`config.mk`:
```
export PLATFORM = sky130hd
export DESIGN_NAME = rf_wb_arbiter
export DESIGN_NICKNAME = d
export VERILOG_FILES = /design/src/rtl/rf_wb_arbiter.sv
export SDC_FILE = /design/constraint.sdc
export NUM_CORES = 1
export LEC_CHECK = 0
export CAP_MARGIN = 10
export CORE_ASPECT_RATIO = 1.25
export CORE_MARGIN = 5
export CORE_UTILIZATION = 58
export DETAILED_ROUTE_END_ITERATION = 7
export GPL_TIMING_DRIVEN = 0
export HOLD_SLACK_MARGIN = 0.06
export PLACE_DENSITY = 0.88
export SYNTH_ARGS = -nofsm -noshare
export SYNTH_HDL_FRONTEND = slang
export SYNTH_SLANG_ARGS = --single-unit
```
`constraint.sdc`:
```
create_clock -name clk_i -period 4.8 [get_ports clk_i]
set_input_delay 0.72 -clock clk_i [delete_from_list [all_inputs] [get_ports clk_i]]
set_output_delay 0.72 -clock clk_i [all_outputs]
set_load 0.02 [all_outputs]
```
`src/rtl/rf_wb_arbiter.sv`:
```
// rf_wb_arbiter: shares the regfile write port between the WB stage and a FIFO-buffered
// long-latency unit, with a starvation guard and a pending-write scoreboard.
module rf_wb_arbiter #(
    parameter int DEPTH      = 4,
    parameter int STARVE_MAX = 3
) (
    input  logic                       clk_i,
    input  logic                       rst_i,
    input  logic                       pipe_valid_i,
    input  logic [4:0]                 pipe_addr_i,
    input  logic [31:0]                pipe_data_i,
    output logic                       pipe_ready_o,
    input  logic                       mdu_valid_i,
    input  logic [4:0]                 mdu_addr_i,
    input  logic [31:0]                mdu_data_i,
    output logic                       mdu_ready_o,
    input  logic                       mark_valid_i,
    input  logic [4:0]                 mark_addr_i,
    input  logic [4:0]                 rs1_addr_i,
    input  logic [4:0]                 rs2_addr_i,
    output logic                       rs1_busy_o,
    output logic                       rs2_busy_o,
    output logic                       rd_wren_o,
    output logic [4:0]                 rd_addr_o,
    output logic [31:0]                rd_data_o,
    output logic [$clog2(DEPTH+1)-1:0] q_count_o
);
    localparam int AW = $clog2(DEPTH);
    localparam int CW = $clog2(DEPTH+1);
    localparam int SW = $clog2(STARVE_MAX+1);

    logic [4:0]    q_addr [DEPTH];
    logic [31:0]   q_data [DEPTH];
    logic [AW-1:0] wr_ptr, rd_ptr;
    logic [SW-1:0] starve_cnt;
    logic [31:0]   busy, busy_nx;
    logic          has, force_mdu, grant_mdu, grant_pipe, push;
    logic [4:0]    g_addr;
    logic [31:0]   g_data;

    always_comb begin
        has         = q_count_o != '0;
        force_mdu   = has && starve_cnt == SW'(STARVE_MAX);
        grant_mdu   = has && (force_mdu || !pipe_valid_i);
        grant_pipe  = pipe_valid_i && !grant_mdu;
        pipe_ready_o = !force_mdu;
        mdu_ready_o = q_count_o != CW'(DEPTH);
        push        = mdu_valid_i && mdu_ready_o;
        g_addr      = grant_mdu ? q_addr[rd_ptr] : pipe_addr_i;
        g_data      = grant_mdu ? q_data[rd_ptr] : pipe_data_i;
        rs1_busy_o  = busy[rs1_addr_i];
        rs2_busy_o  = busy[rs2_addr_i];
    end

    // a mark on the register being retired this cycle wins: a new op is outstanding
    always_comb begin
        busy_nx = busy;
        if (grant_mdu) busy_nx[g_addr] = 1'b0;
        if (mark_valid_i && mark_addr_i != 5'd0) busy_nx[mark_addr_i] = 1'b1;
    end

    always_ff @(posedge clk_i) begin
        if (push) begin
            q_addr[wr_ptr] <= mdu_addr_i;
            q_data[wr_ptr] <= mdu_data_i;
        end
    end

    always_ff @(posedge clk_i or posedge rst_i) begin
        if (rst_i) begin
            wr_ptr     <= '0;
            rd_ptr     <= '0;
            q_count_o  <= '0;
            starve_cnt <= '0;
            busy       <= '0;
            rd_wren_o  <= 1'b0;
            rd_addr_o  <= '0;
            rd_data_o  <= '0;
        end else begin
            if (push) wr_ptr <= wr_ptr + AW'(1);
            if (grant_mdu) rd_ptr <= rd_ptr + AW'(1);
            q_count_o  <= q_count_o + CW'(push) - CW'(grant_mdu);
            starve_cnt <= (grant_pipe && has) ?
                          (starve_cnt == SW'(STARVE_MAX) ? starve_cnt : starve_cnt + SW'(1)) : '0;
            busy       <= busy_nx;
            rd_wren_o  <= (grant_mdu || grant_pipe) && g_addr != 5'd0;
            if (grant_mdu || grant_pipe) begin
                rd_addr_o <= g_addr;
                rd_data_o <= g_data;
            end
        end
    end
endmodule

```
==> results.md <==
- Status: finished clean
- Worst Hold Class: reg -> reg
- Final instance area: 12000 sq um
- Worst Reg-to-Reg Cells: 9
- Fillcell total: 993
- Min Tclk post-route: roughly 3.9 ns
- Yosys cell types: 36
- Crit path arrival time: about 3.2 ns
- Startpoint types: primary input
- Ys async rst share: between 30% and 40%
- Final Slew Violations: 0
- Remaining antenna violation count: 0
- Sequential Area: roughly 6400 sq um
- Placed Instance Area: 11200 sq um
- Largest net degree at the start of global routing: between 40 and 50
- First-pass GRT wire length: approximately 37 mm
- 1st-pass router iterations: 5
- Total grt overflow: 0
- Endpoint class of the critical path: output port
- Vias in the first global route: 6423
- Synth Flop Type: edfxtp_1
- Syn_area_per_cell: roughly 17 sq um
- Final clock skew: between 0.01 and 0.015 ns
- Net Count, Synth: 670
- Share of cells above drive strength 1: about 15%
- Total Nets Final: between 800 and 900
- Post-synth EDFFs: around 150
- Post_cts resized: 0
- Setup Crit Path Kind: in -> out
- CTS Root Cell: clkbuf_16
- Initial Util: between 50% and 60%
- #FFs+latches synth: roughly 230
- Die ar.: ~19000 sq um
- Synth cell count leaders: edfxtp_1 (148), dfrtp_1 (79), o21ai_0 (64)
- RePlAce Congestion: 0.945
- Post-CTS Setup Bufs: 0
- CTS tree: yes
- Static Leakage: about 4.3 nW
- CTS Hold Bufs: 0
- Vert. Die Dim: between 150 and 200 microns
- Clk Latency, worst-skew pair: a little over 0.5 ns
- Clock transition at path regs: ~0.060 ns
- Final WL: 24.0 mm
- Pwr Density: about 630 nW/um^2
- Fmax: 258 MHz
- CTS H-tree lvls: 1
- Top-area cell type share of the netlist area: a little under half
- Sequential fraction of the synthesis area: slightly below 70%
- Number of max-cap violations: 0
- RSZ-0062 raised after global routing: false
- Largest cells by area after synthesis: edfxtp_1 (47%), dfrtp_1 (21%), mux4_2 (13%)
- CTS Buffer Depth: 3
- All-Layer GR Usage: around a quarter
- Worst Tran Pin Value: 0.882 ns
- Via count: 5984
- Clk sinks: 227
- Num CTS Buffers: 22
- Finished Core Util: 74.1%
- Count leader, synth: edfxtp_1
- Row cnt: 52
- Hold slack: around 0.44 ns
- Final setup TNS: 0 ns
- Detailed placement HPWL: ~16 mm
- Finished Layout Cells: 964
- Warnings, synthesis: 0
- Crit Path Max Fanout: 8
- Io pins: between 100 and 150
- Core area: ~16000 sq um
- WP data required: roughly 4.1 ns
- R2R Setup Slk: approximately 1.6 ns
- Multi-input gate area: approximately 2900 sq um
- Slew HR: between 40% and 50%
- Synthesized cell area: 9470 sq um
- Area leader, netlist: edfxtp_1
- Die Wd: ~120 microns
- Vias per inst: roughly 6.2
- # setup viols final: 0
- Worst reg2reg path endpoint: q_count_o[2]
- Worst r2r src: q_count_o[1]
- Synthesis-to-layout area growth: 26.3%
- CP Capture Point: rs2_busy_o
- Synth Instances: ~570
- Period utilisation layout: about four fifths
- Number of port buffers: 134
- Worst setup startpoint: rs2_addr_i[0]
- DRT iter0 DRCs: 624
- DR DRC count: 0
- Initial antenna violation count: 1
- WL/cell: about 25 microns
- Placed instance count: 923
- Final Hold Violating Endpoints: 0
- VDD IR-drop max: 423 uV
-- worst min path at each step --
stage / startpoint / to / cells after the start
after floorplan: starve_cnt[0] / starve_cnt[0] / 1
after global placement: starve_cnt[0] / starve_cnt[0] / 1
after detailed placement: starve_cnt[0] / starve_cnt[0] / 1
after CTS: starve_cnt[0] / starve_cnt[0] / 1
after global routing: starve_cnt[0] / starve_cnt[0] / 1
final: starve_cnt[0] / starve_cnt[0] / 1
-- cell usage in the layout, fill, tap and decap left out, types with 3 or more instances in the layout --
cell and n:
clkbuf_1 27, mux2_2 3, mux2i_1 37, nor2_1 6
or3_1 3, clkinv_2 3, mux4_2 54, mux4_1 3
dfrtp_1 79, nand2b_1 5, nand3_1 7, clkinv_1 3
buf_1 3, o21ai_1 3, buf_12 4, buf_2 6
clkdlybuf4s50_1 134, nand2_1 46, and3_2 4, xnor2_1 3
bufinv_16 4, ha_1 7, edfxtp_1 148, clkbuf_16 23
inv_1 8, o21ai_0 64, o31ai_1 32
-- logic make-up after synthesis --
family | share of synthesized area (%)
fa+ha+maj | 1.14
mux | 17.9
xor+xnor | 0.462
compound gates | 6.51
buf+inv | 1.90
simple gates | 4.24
flops | 67.8
-- registers in the layout, indices dropped and copies added (netlist names) --
name        cells
wr_ptr          2
rd_ptr          2
q_data        128
busy           32
q_count_o       3
rd_wren_o       1
starve_cnt      2
rd_addr_o       5
q_addr         20
rd_data_o      32
-- worst max-delay path: stages --
cell and delay [ns]:
clkbuf_1 0.51, mux4_2 0.64, mux4_2 0.48, mux2_2 0.27, clkdlybuf4s50_1 0.53
-- layout make-up --
class | count | share of cell area, %
Antenna cell | 1 | 0.0209
Buffer | 33 | 1.22
Clock buffer | 29 | 5.08
Clock inverter | 11 | 1.27
Inverter | 9 | 0.303
Multi-Input combinational cell | 299 | 24.0
Sequential cell | 227 | 53.7
Tap cell | 216 | 2.26
Timing Repair Buffer | 139 | 12.1
-- stage by stage --
step | setup slack [ns] | power [mW]
after floorplan | 1.68 | 4.61
after global placement | 0.705 | 5.53
after detailed placement | 0.907 | 5.71
after CTS | 0.905 | 7.55
after global routing | 0.803 | 7.88
final | 0.925 | 7.52
-- routing by layer --
metal	GRT usage, %	routed length (microns)
met1	30.2	8670
met2	44.9	12800
met3	5.45	1770
met4	9.87	740
met5	0	0
-- where the power goes --
part / switching (mW) / internal, mW / leakage [nW]
Combinational: 1.44 / 1.25 / 1.60
Clock: 0.703 / 1.11 / 0.370
Sequential: 0.310 / 2.71 / 2.29
Power figures use the tool's default switching activity.
